==> src/rtl/placement_request_sequencer.sv <==
// placement_request_sequencer
// Front-end driver for the sticker-placement core. Buffers upstream
// placement requests, feeds them to the core once per issue slot, and pairs
// each core result with the request that produced it. Responses appear a
// fixed number of slots after the request is issued.

module placement_request_sequencer #(
  parameter int DIM_W       = 5,
  parameter int IDX_W       = 8,
  parameter int STRIKE_W    = 4,
  parameter int FIFO_DEPTH  = 4,
  parameter int SLOT_CYCLES = 4,
  parameter int LAT_SLOTS   = 2
) (
  input  logic                           clk_i,
  input  logic                           rst_i,
  input  logic                           req_valid_i,
  output logic                           req_ready_o,
  input  logic [DIM_W-1:0]               req_height_i,
  input  logic [DIM_W-1:0]               req_width_i,
  output logic [DIM_W-1:0]               height_o,
  output logic [DIM_W-1:0]               width_o,
  input  logic [IDX_W-1:0]               index_x_i,
  input  logic [IDX_W-1:0]               index_y_i,
  input  logic [STRIKE_W-1:0]            strike_i,
  output logic                           rsp_valid_o,
  output logic [DIM_W-1:0]               rsp_height_o,
  output logic [DIM_W-1:0]               rsp_width_o,
  output logic [IDX_W-1:0]               rsp_index_x_o,
  output logic [IDX_W-1:0]               rsp_index_y_o,
  output logic                           rsp_strike_o,
  output logic [$clog2(FIFO_DEPTH):0]    fifo_count_o
);

  // FIFO_DEPTH is a power of two (at least 2), so pointers wrap naturally.
  localparam int PTR_W  = (FIFO_DEPTH > 1) ? $clog2(FIFO_DEPTH) : 1;
  localparam int CNT_W  = $clog2(FIFO_DEPTH) + 1;
  localparam int SLOT_W = (SLOT_CYCLES > 1) ? $clog2(SLOT_CYCLES) : 1;

  logic [SLOT_W-1:0] slot_cnt;
  logic              issue;

  logic [DIM_W-1:0]  fifo_h [FIFO_DEPTH];
  logic [DIM_W-1:0]  fifo_w [FIFO_DEPTH];
  logic [PTR_W-1:0]  wr_ptr;
  logic [PTR_W-1:0]  rd_ptr;
  logic [CNT_W-1:0]  fifo_count;

  logic              push_accept;
  logic              push_write;
  logic              pop;
  logic [DIM_W-1:0]  head_h;
  logic [DIM_W-1:0]  head_w;

  logic              tag_v [LAT_SLOTS];
  logic [DIM_W-1:0]  tag_h [LAT_SLOTS];
  logic [DIM_W-1:0]  tag_w [LAT_SLOTS];

  logic [STRIKE_W-1:0] strike_prev;

  // An issue edge is the edge on which the slot counter wraps.
  assign issue = (slot_cnt == SLOT_W'(SLOT_CYCLES - 1));

  // Ready comes from the registered count only, so a full buffer refuses a
  // push even on an edge where it also pops; held low while in reset.
  assign req_ready_o = !rst_i && (fifo_count < CNT_W'(FIFO_DEPTH));

  // Zero-height or zero-width requests are consumed but never stored.
  assign push_accept = req_valid_i && req_ready_o;
  assign push_write  = push_accept && (req_height_i != '0) && (req_width_i != '0);
  assign pop         = issue && (fifo_count != '0);

  assign head_h = fifo_h[rd_ptr];
  assign head_w = fifo_w[rd_ptr];

  assign fifo_count_o = fifo_count;

  // Free-running slot counter that restarts from 0 at reset release.
  always_ff @(posedge clk_i or posedge rst_i) begin
    if (rst_i) begin
      slot_cnt <= '0;
    end else if (issue) begin
      slot_cnt <= '0;
    end else begin
      slot_cnt <= slot_cnt + SLOT_W'(1);
    end
  end

  // Request buffer storage, pointers and occupancy count.
  always_ff @(posedge clk_i or posedge rst_i) begin
    if (rst_i) begin
      for (int i = 0; i < FIFO_DEPTH; i++) begin
        fifo_h[i] <= '0;
        fifo_w[i] <= '0;
      end
      wr_ptr     <= '0;
      rd_ptr     <= '0;
      fifo_count <= '0;
    end else begin
      if (push_write) begin
        fifo_h[wr_ptr] <= req_height_i;
        fifo_w[wr_ptr] <= req_width_i;
        wr_ptr         <= wr_ptr + PTR_W'(1);
      end
      if (pop) begin
        rd_ptr <= rd_ptr + PTR_W'(1);
      end
      case ({push_write, pop})
        2'b10:   fifo_count <= fifo_count + CNT_W'(1);
        2'b01:   fifo_count <= fifo_count - CNT_W'(1);
        default: fifo_count <= fifo_count;
      endcase
    end
  end

  // Drive the core inputs for a whole slot; an empty buffer issues the 0/0 no-op.
  always_ff @(posedge clk_i or posedge rst_i) begin
    if (rst_i) begin
      height_o <= '0;
      width_o  <= '0;
    end else if (issue) begin
      height_o <= pop ? head_h : '0;
      width_o  <= pop ? head_w : '0;
    end
  end

  // Tag shift register that follows each issued piece through the core latency.
  always_ff @(posedge clk_i or posedge rst_i) begin
    if (rst_i) begin
      for (int i = 0; i < LAT_SLOTS; i++) begin
        tag_v[i] <= 1'b0;
        tag_h[i] <= '0;
        tag_w[i] <= '0;
      end
    end else if (issue) begin
      tag_v[0] <= pop;
      tag_h[0] <= pop ? head_h : '0;
      tag_w[0] <= pop ? head_w : '0;
      for (int i = 1; i < LAT_SLOTS; i++) begin
        tag_v[i] <= tag_v[i-1];
        tag_h[i] <= tag_h[i-1];
        tag_w[i] <= tag_w[i-1];
      end
    end
  end

  // Capture the core result for the tag leaving the pipeline; bubbles leave rsp data untouched.
  always_ff @(posedge clk_i or posedge rst_i) begin
    if (rst_i) begin
      rsp_valid_o   <= 1'b0;
      rsp_height_o  <= '0;
      rsp_width_o   <= '0;
      rsp_index_x_o <= '0;
      rsp_index_y_o <= '0;
      rsp_strike_o  <= 1'b0;
      strike_prev   <= '0;
    end else begin
      rsp_valid_o <= 1'b0;
      if (issue) begin
        strike_prev <= strike_i;
        if (tag_v[LAT_SLOTS-1]) begin
          rsp_valid_o   <= 1'b1;
          rsp_height_o  <= tag_h[LAT_SLOTS-1];
          rsp_width_o   <= tag_w[LAT_SLOTS-1];
          rsp_index_x_o <= index_x_i;
          rsp_index_y_o <= index_y_i;
          rsp_strike_o  <= (strike_i != strike_prev);
        end
      end
    end
  end

endmodule

==> config.mk <==
export PLATFORM = sky130hd
export DESIGN_NAME = placement_request_sequencer
export DESIGN_NICKNAME = d
export VERILOG_FILES = /design/src/rtl/placement_request_sequencer.sv
export SDC_FILE = /design/constraint.sdc
export NUM_CORES = 1
export LEC_CHECK = 0
export ABC_CLOCK_PERIOD_IN_PS = 3300
export CELL_PAD_IN_SITES_DETAIL_PLACEMENT = 1
export CELL_PAD_IN_SITES_GLOBAL_PLACEMENT = 2
export CORE_AREA = 2 2 118 120
export CTS_CLUSTER_DIAMETER = 120
export DETAILED_ROUTE_END_ITERATION = 6
export DIE_AREA = 0 0 120 122
export GPL_ROUTABILITY_DRIVEN = 0
export PLACE_DENSITY = 0.77
export REMOVE_ABC_BUFFERS = 1
export SKIP_CTS_REPAIR_TIMING = 1
export SLEW_MARGIN = 20
export SYNTH_ARGS = -nofsm -noshare
export SYNTH_HDL_FRONTEND = slang
export SYNTH_SLANG_ARGS = --single-unit
==> constraint.sdc <==
create_clock -name clk_i -period 3.3 [get_ports clk_i]
set_clock_uncertainty 0.05 [all_clocks]
set_input_delay 0.66 -clock clk_i [delete_from_list [all_inputs] [get_ports clk_i]]
set_output_delay 0.66 -clock clk_i [all_outputs]
set_load 0.01 [all_outputs]
==> results of run 1 <==
cell usage after synthesis:
cell and count:
fa_1 1, mux2i_1 1, inv_1 19, o31ai_1 1, clkbuf_1 6, buf_2 1
xnor2_1 4, nand4_2 3, o22a_2 1, mux4_2 10, and4_4 1, nor2_1 3
buf_6 1, buf_4 10, nor4_1 1, dfrtp_1 103, nand3_1 1, mux2_2 72
or4_1 2, o21ai_0 12, ha_1 6, nand2_1 13, buf_1 2, mux2_4 10
xor2_1 6
through the flow:
stage | util | setup TNS [ns] | setup slack (ns) | power (uW) | cells
after floorplan | - | -11.73 | -0.114 | 2920 | 270
after global placement | 0.391 | 0 | 0.0552 | 3530 | 532
after detailed placement | 0.391 | 0 | 0.0000300 | 3600 | 532
after CTS | 0.414 | 0 | 0.349 | 4740 | 548
after global routing | 0.414 | 0 | 0.254 | 4970 | 548
final | 0.414 | 0 | 0.375 | 4650 | 548
layout make-up:
| class | instances | area (sq um) | area share |
|---|---|---|---|
| Sequential cell | 103 | 2580 | 0.461 |
| Clock buffer | 10 | 229 | 0.0409 |
| Timing Repair Buffer | 82 | 813 | 0.145 |
| Clock inverter | 6 | 83.8 | 0.0150 |
| Inverter | 19 | 73.8 | 0.0132 |
| Multi-Input combinational cell | 148 | 1590 | 0.285 |
| Tap cell | 180 | 225 | 0.0403 |
report_power, final:
part           total [uW]  switching [uW]  internal, uW
combinational        1430             473           957
clock                1110             445           664
sequential           2110             345          1770
critical path, cell delays in order:
cell and delay [ns]:
clkdlybuf4s50_1 0.48, or4_1 0.60, o22a_2 0.26, nand3_1 0.11, ha_1 0.19, inv_1 0.06, fa_1 0.37, xor2_1 0.15
nor2_1 0.11, xor2_1 0.15
path summary, 6_finish.rpt:
check	endpoint	cells after the start	startpoint
setup reg to reg	fifo_count_o[2]	8	fifo_count_o[0]
hold reg to reg	slot_cnt[0]	1	slot_cnt[0]
hold / removal	slot_cnt[0]	1	slot_cnt[0]
min in group asynchronous	tag_h[4]	2	rst_i
setup / recovery	fifo_count_o[2]	10	req_width_i[1]
max in group asynchronous	rsp_index_x_o[7]	3	rst_i
routing by layer:
layer,up-vias,part of all wire,track usage,wire length (um)
met5,-,0,0,0
met4,0,0.014,0.0441,119
met3,9,0.051,0.0286,425
met2,65,0.48,0.205,3980
met1,1236,0.45,0.161,3760
li1,1152,-,-,-
sequential cells by signal, indices dropped and copies added (netlist names):
name	flops
fifo_count_o	3
fifo_h	20
fifo_w	20
rd_ptr	2
rsp_height_o	5
rsp_index_x_o	8
rsp_index_y_o	8
rsp_strike_o	1
rsp_valid_o	1
rsp_width_o	5
slot_cnt	2
strike_prev	4
tag_h	10
tag_v	2
tag_w	10
wr_ptr	2
cells by family after synthesis:
group | after synthesis
flops | 103
mux | 93
buf+inv | 39
simple gates | 24
compound gates | 14
xor+xnor | 10
fa+ha+maj | 7
==> results.md, run 1 <==
- CTS clk-pin slew, worst paths: 0.06 ns
- Worst hold slack: 0.386 ns
- Die X: 120 um
- CTS Sinks: 103
- Pin count of the biggest net entering global routing: 43
- RSZ-0062 raised after global routing: false
- Ys Warns: 0
- Peak VDD IR: 0.322 mV
- Critical path class: primary input to flip-flop
- Layout cells sized above 1: 0.329
- Root Buffer: clkbuf_16
- Layout area overhead: 28.3%
- Ant diodes: 0
- CORE AREA: 13500 sq um
- Critical Path Sink Type: flip-flop
- Core Rows: 43
- Vias post-DR: 2462
- Post-DR wirelength/cell: 15.1 um
- Iteration-0 DRC Markers: 68
- Final nets: 403
- Mapped Area: 4360 sq um
- Largest family of logic cells by synthesized area: multiplexers
- Area contributors post-synth: dfrtp_1, mux2_2, mux4_2
- Hold Path Class: flip-flop to flip-flop
- Slew margin rel.: 0.482
- Yosys cell types: 25
- Seq/Total Area, Yosys: 0.591
- DR DRC count: 0
- Cells after Synth: 290
- Count of state elements after synthesis: 103
- Synth Area in Compound Gates: 0.0178
- Commonest non-fill, non-tap cells in the layout: dfrtp_1, clkdlybuf4s50_1, mux2_2, inv_1, nand2_1
- Detailed placer's ending HPWL: 5770 um
- Count of buffers from port buffering: 74
- Outcome: finished clean
- Mean Syn Cell Area: 15.0 sq um
- CTS Buf Count: 9
- DIE AREA: 14600 sq um
- R2R Setup Slk: 1.07 ns
- Synth Area in Adders: 0.0218
- Top cell type's share of synthesized area: 0.591
- MaxCap Viol Count: 0
- Critical path arrival: 3.14 ns
- Initial antenna violation count: 0
- Mux contribution to synthesized area: 0.274
- Critical path startpoint category: primary input
- Largest area contributor in the synthesized netlist: dfrtp_1
- TritonCTS clock tree: yes
- Starting Density: 0.323
- Max Transition Viols Final: 0
- Via density: 4.49
- Placement-stage cell area: 5280 sq um
- Final WL: 8280 um
- Leak: 0.00243 uW
- Most common cell after layout, fill and taps aside: dfrtp_1
- Data required time of the worst path: 3.51 ns
- Total GRT Usage: 0.124
- Vias in the first global route: 2723
- Io pins: 75
- Fin crit period: 2.93 ns
- Drt pass-1 iters: 4
- Worst-margin pin slew: 0.777 ns
- Fin. Hold Viols: 0
- Final period util: 0.887
- Clock Latency Late Sink: 0.34 ns
- Final Cell Area: 5590 sq um
- Die Y: 122 um
- Max frequency: 342 MHz
- Final setup vio count: 0
- GRT overflow: 0
- Simple-Gate Fraction of Synth Area: 0.0310
- H-tree depth: 3
- First-pass GRT wire length: 14200 um
- PD cells: 832 nW/um^2
- # fillers: 1354
- Final ANT Viol Nets: 0
- CTS Buffer Depth: 2
- CP Max Fanout: 5
- XOR/XNOR Fraction of Synth Area: 0.0201
Power figures use the tool's default switching activity.
==> run 2, diff against run 1 <==
--- a/config.mk
+++ b/config.mk
@@ -5,15 +5,15 @@
 export SDC_FILE = /design/constraint.sdc
 export NUM_CORES = 1
 export LEC_CHECK = 0
-export ABC_CLOCK_PERIOD_IN_PS = 3300
+export ABC_CLOCK_PERIOD_IN_PS = 2930
 export CELL_PAD_IN_SITES_DETAIL_PLACEMENT = 1
 export CELL_PAD_IN_SITES_GLOBAL_PLACEMENT = 2
-export CORE_AREA = 2 2 118 120
+export CORE_AREA = 2 2 112 114
 export CTS_CLUSTER_DIAMETER = 120
 export DETAILED_ROUTE_END_ITERATION = 6
-export DIE_AREA = 0 0 120 122
+export DIE_AREA = 0 0 114 116
 export GPL_ROUTABILITY_DRIVEN = 0
-export PLACE_DENSITY = 0.77
+export PLACE_DENSITY = 0.81
 export REMOVE_ABC_BUFFERS = 1
 export SKIP_CTS_REPAIR_TIMING = 1
 export SLEW_MARGIN = 20
==> constraint.sdc (replaced) <==
create_clock -name clk_i -period 2.93 [get_ports clk_i]
set_clock_uncertainty 0.05 [all_clocks]
set_input_delay 0.586 -clock clk_i [delete_from_list [all_inputs] [get_ports clk_i]]
set_output_delay 0.586 -clock clk_i [all_outputs]
set_load 0.01 [all_outputs]
==> run 2 against run 1 <==
Setup slack worse by 0.17 ns; core utilization is 6.2 points higher; sequential power is 14% higher; sequential share of layout area is 0.62 points lower; cell area is 1.4% higher; non-clock buffer count is 10 higher; combinational power is 15% higher; clock power is 12% higher; die area is 9.7% lower; clock-buffer cell count is 4 higher; final cell count is 4.2% lower.
==> results.md, run 2 (same netlist as run 1, synthesis figures left out) <==
- PD cells: 933 nW/um^2 (was 832 nW/um^2)
- Max frequency: 368 MHz
- Starting Density: 0.366 (was 0.323)
- Area of the multi-input gates: 1600 sq um (was 1590 sq um)
- FF-to-FF path depth: 6 (was 8)
- Crit-path leading delay family: simple AND/OR/NAND/NOR gates (unchanged)
- Initial antenna violation count: 0 (unchanged)
- Layout area overhead: 30.0% (was 28.3%)
- CTS clk-pin slew, worst paths: 0.06 ns (about the same)
- CORE AREA: 11900 sq um (was 13500 sq um)
- Worst r2r src: fifo_count_o[0] (unchanged)
- Final WL: 8950 um (was 8280 um)
- CTS Sinks: 103 (unchanged)
- DR DRC count: 0 (unchanged)
- Worst-margin pin slew: 0.794 ns (was 0.777 ns)
- WP buf/inv: 2 (unchanged)
- Worst Hold Endpoint: slot_cnt[0] (unchanged)
- Hold Path Class: flip-flop to flip-flop (unchanged)
- Layout cells sized above 1: 0.347 (was 0.329)
- Peak VDD IR: 0.294 mV (was 0.322 mV)
- Die Y: 116 um (was 122 um)
- Root Buffer: clkbuf_16 (unchanged)
- Critical Path Sink Type: flip-flop (unchanged)
- CP Cell Sequence: clkdlybuf4s50_1, or4_4, o22a_2, nand3_1, ha_1, inv_1, fa_1, xor2_1, nor2_1, xor2_1 (was clkdlybuf4s50_1, or4_1, o22a_2, nand3_1, ha_1, inv_1, fa_1, xor2_1, nor2_1, xor2_1)
- DIE AREA: 13200 sq um (was 14600 sq um)
- Cell mode on critical path: xor2_1 (unchanged)
- CP Max Fanout: 2 (was 5)
- RSZ-0062 raised after global routing: false (unchanged)
- Drt pass-1 iters: 4 (unchanged)
- Via density: 4.83 (was 4.49)
- MaxCap Viol Count: 0 (unchanged)
- Critical path arrival: 2.93 ns (was 3.14 ns)
- Commonest non-fill, non-tap cells in the layout: dfrtp_1, clkdlybuf4s50_1, mux2_2, inv_1, buf_4 (was dfrtp_1, clkdlybuf4s50_1, mux2_2, inv_1, nand2_1)
- Final setup margin: 0.209 ns (was 0.375 ns)
- Max Transition Viols Final: 0 (unchanged)
- Slew margin rel.: 0.470 (was 0.482)
- R2R Setup Slk: 0.69 ns (was 1.07 ns)
- Critical path class: primary input to flip-flop (unchanged)
- TritonCTS clock tree: yes (unchanged)
- First-pass GRT wire length: 14900 um (was 14200 um)
- Io pins: 75 (unchanged)
- Reg area: 2580 sq um (unchanged)
- Ant diodes: 0 (unchanged)
- Final period util: 0.929
- Dpl ws: -0.259 ns (was 0.0000300 ns)
- Min-Delay Path Depth: 1 (unchanged)
- Iteration-0 DRC Markers: 86 (was 68)
- Clock Latency Late Sink: 0.34 ns (about the same)
- CTS Buffer Depth: 2 (unchanged)
- Final ANT Viol Nets: 0 (unchanged)
- Vias post-DR: 2537 (was 2462)
- Critical path startpoint category: primary input (unchanged)
- Outcome: finished clean (unchanged)
- Final setup vio count: 0 (unchanged)
- H-tree depth: 3 (unchanged)
- # fillers: 1213 (was 1354)
- Most common cell after layout, fill and taps aside: dfrtp_1 (unchanged)
- Min-Delay Startpoint: slot_cnt[0] (unchanged)
- Total GRT Usage: 0.146 (was 0.124)
- Vias in the first global route: 2833 (was 2723)
- Core Util, Final: 0.476 (was 0.414)
- Slowest cell on the critical path: or4_4 (was or4_1)
- Die X: 114 um (was 120 um)
- Post-DR wirelength/cell: 17.0 um (was 15.1 um)
- Final nets: 413 (was 403)
- Data required time of the worst path: 3.14 ns (was 3.51 ns)
- Largest regs: fifo_h (20), fifo_w (20) (unchanged)
- CTS Buf Count: 9 (unchanged)
- FF-to-FF End: fifo_count_o[1] (was fifo_count_o[2])
- Count of buffers from port buffering: 74 (unchanged)
- Core Rows: 40 (was 43)
- Pin count of the biggest net entering global routing: 41 (was 43)
- Leak: 0.00250 uW (was 0.00243 uW)
- Detailed placer's ending HPWL: 6000 um (was 5770 um)
- Slowest stage delay, CP: 0.53 ns (was 0.60 ns)
- Fin. Hold Viols: 0 (unchanged)
- GRT overflow: 0 (unchanged)
- Fin crit period: 2.72 ns
==> run 2: worst register-to-register path: cells and delay by family (launching register included) <==
family | cells | cell delay, ns
mux | 1 | 0.17
fa+ha+maj | 2 | 0.70
compound gates | 1 | 0.42
buf+inv | 2 | 0.40
flops | 1 | 0.42
==> run 2: worst max-delay path by stage <==
stage | startpoint | to | slack (ns) | cells past startpoint
after floorplan | rst_i | fifo_count_o[0] | -0.41 | 1
after global placement | req_width_i[1] | fifo_count_o[2] | -0.23 | 10
after detailed placement | req_width_i[1] | fifo_count_o[2] | -0.26 | 10
after CTS | req_width_i[1] | fifo_count_o[2] | 0.08 | 10
after global routing | req_height_i[1] | fifo_count_o[2] | 0.04 | 10
final | req_width_i[2] | fifo_count_o[2] | 0.21 | 10
==> run 2: cell type report <==
cell class,instances,share of cell area
flip-flops and latches,103,0.455
multi-input cells,148,0.281
repair buffers,92,0.164
clock buffers,14,0.0483
well taps,147,0.0324
inverters,19,0.0130
clock inverters,2,0.00662
==> run 2: layer usage <==
layer	routed length, um	track usage	vias up
li1	-	-	1164
met5	0	0	-
met3	390	0.0288	10
met2	4230	0.240	66
met1	4200	0.195	1297
met4	128	0.0488	0
==> run 2: power breakdown <==
part           switching [uW]  internal [uW]  total [uW]
Clock                     505            734        1240
Sequential                406           1990        2400
Combinational             553           1100        1650
Total                    1460           3830        5290
==> run 2: per-stage QoR <==
| step | instance area, sq um | hold WS [ns] | TNS (ns) | cells | power (uW) |
|---|---|---|---|---|---|
| 6_report | 5670 | 0.380 | 0 | 525 | 5290 |
| 2_1_floorplan | 4240 | 0.353 | -42.21 | 270 | 3290 |
| 5_1_grt | 5670 | 0.387 | 0 | 525 | 5630 |
| 3_5_place_dp | 5350 | 0.368 | -0.373 | 509 | 4090 |
| 3_3_place_gp | 5350 | 0.365 | -0.260 | 509 | 4000 |
| 4_1_cts | 5660 | 0.383 | 0 | 525 | 5380 |
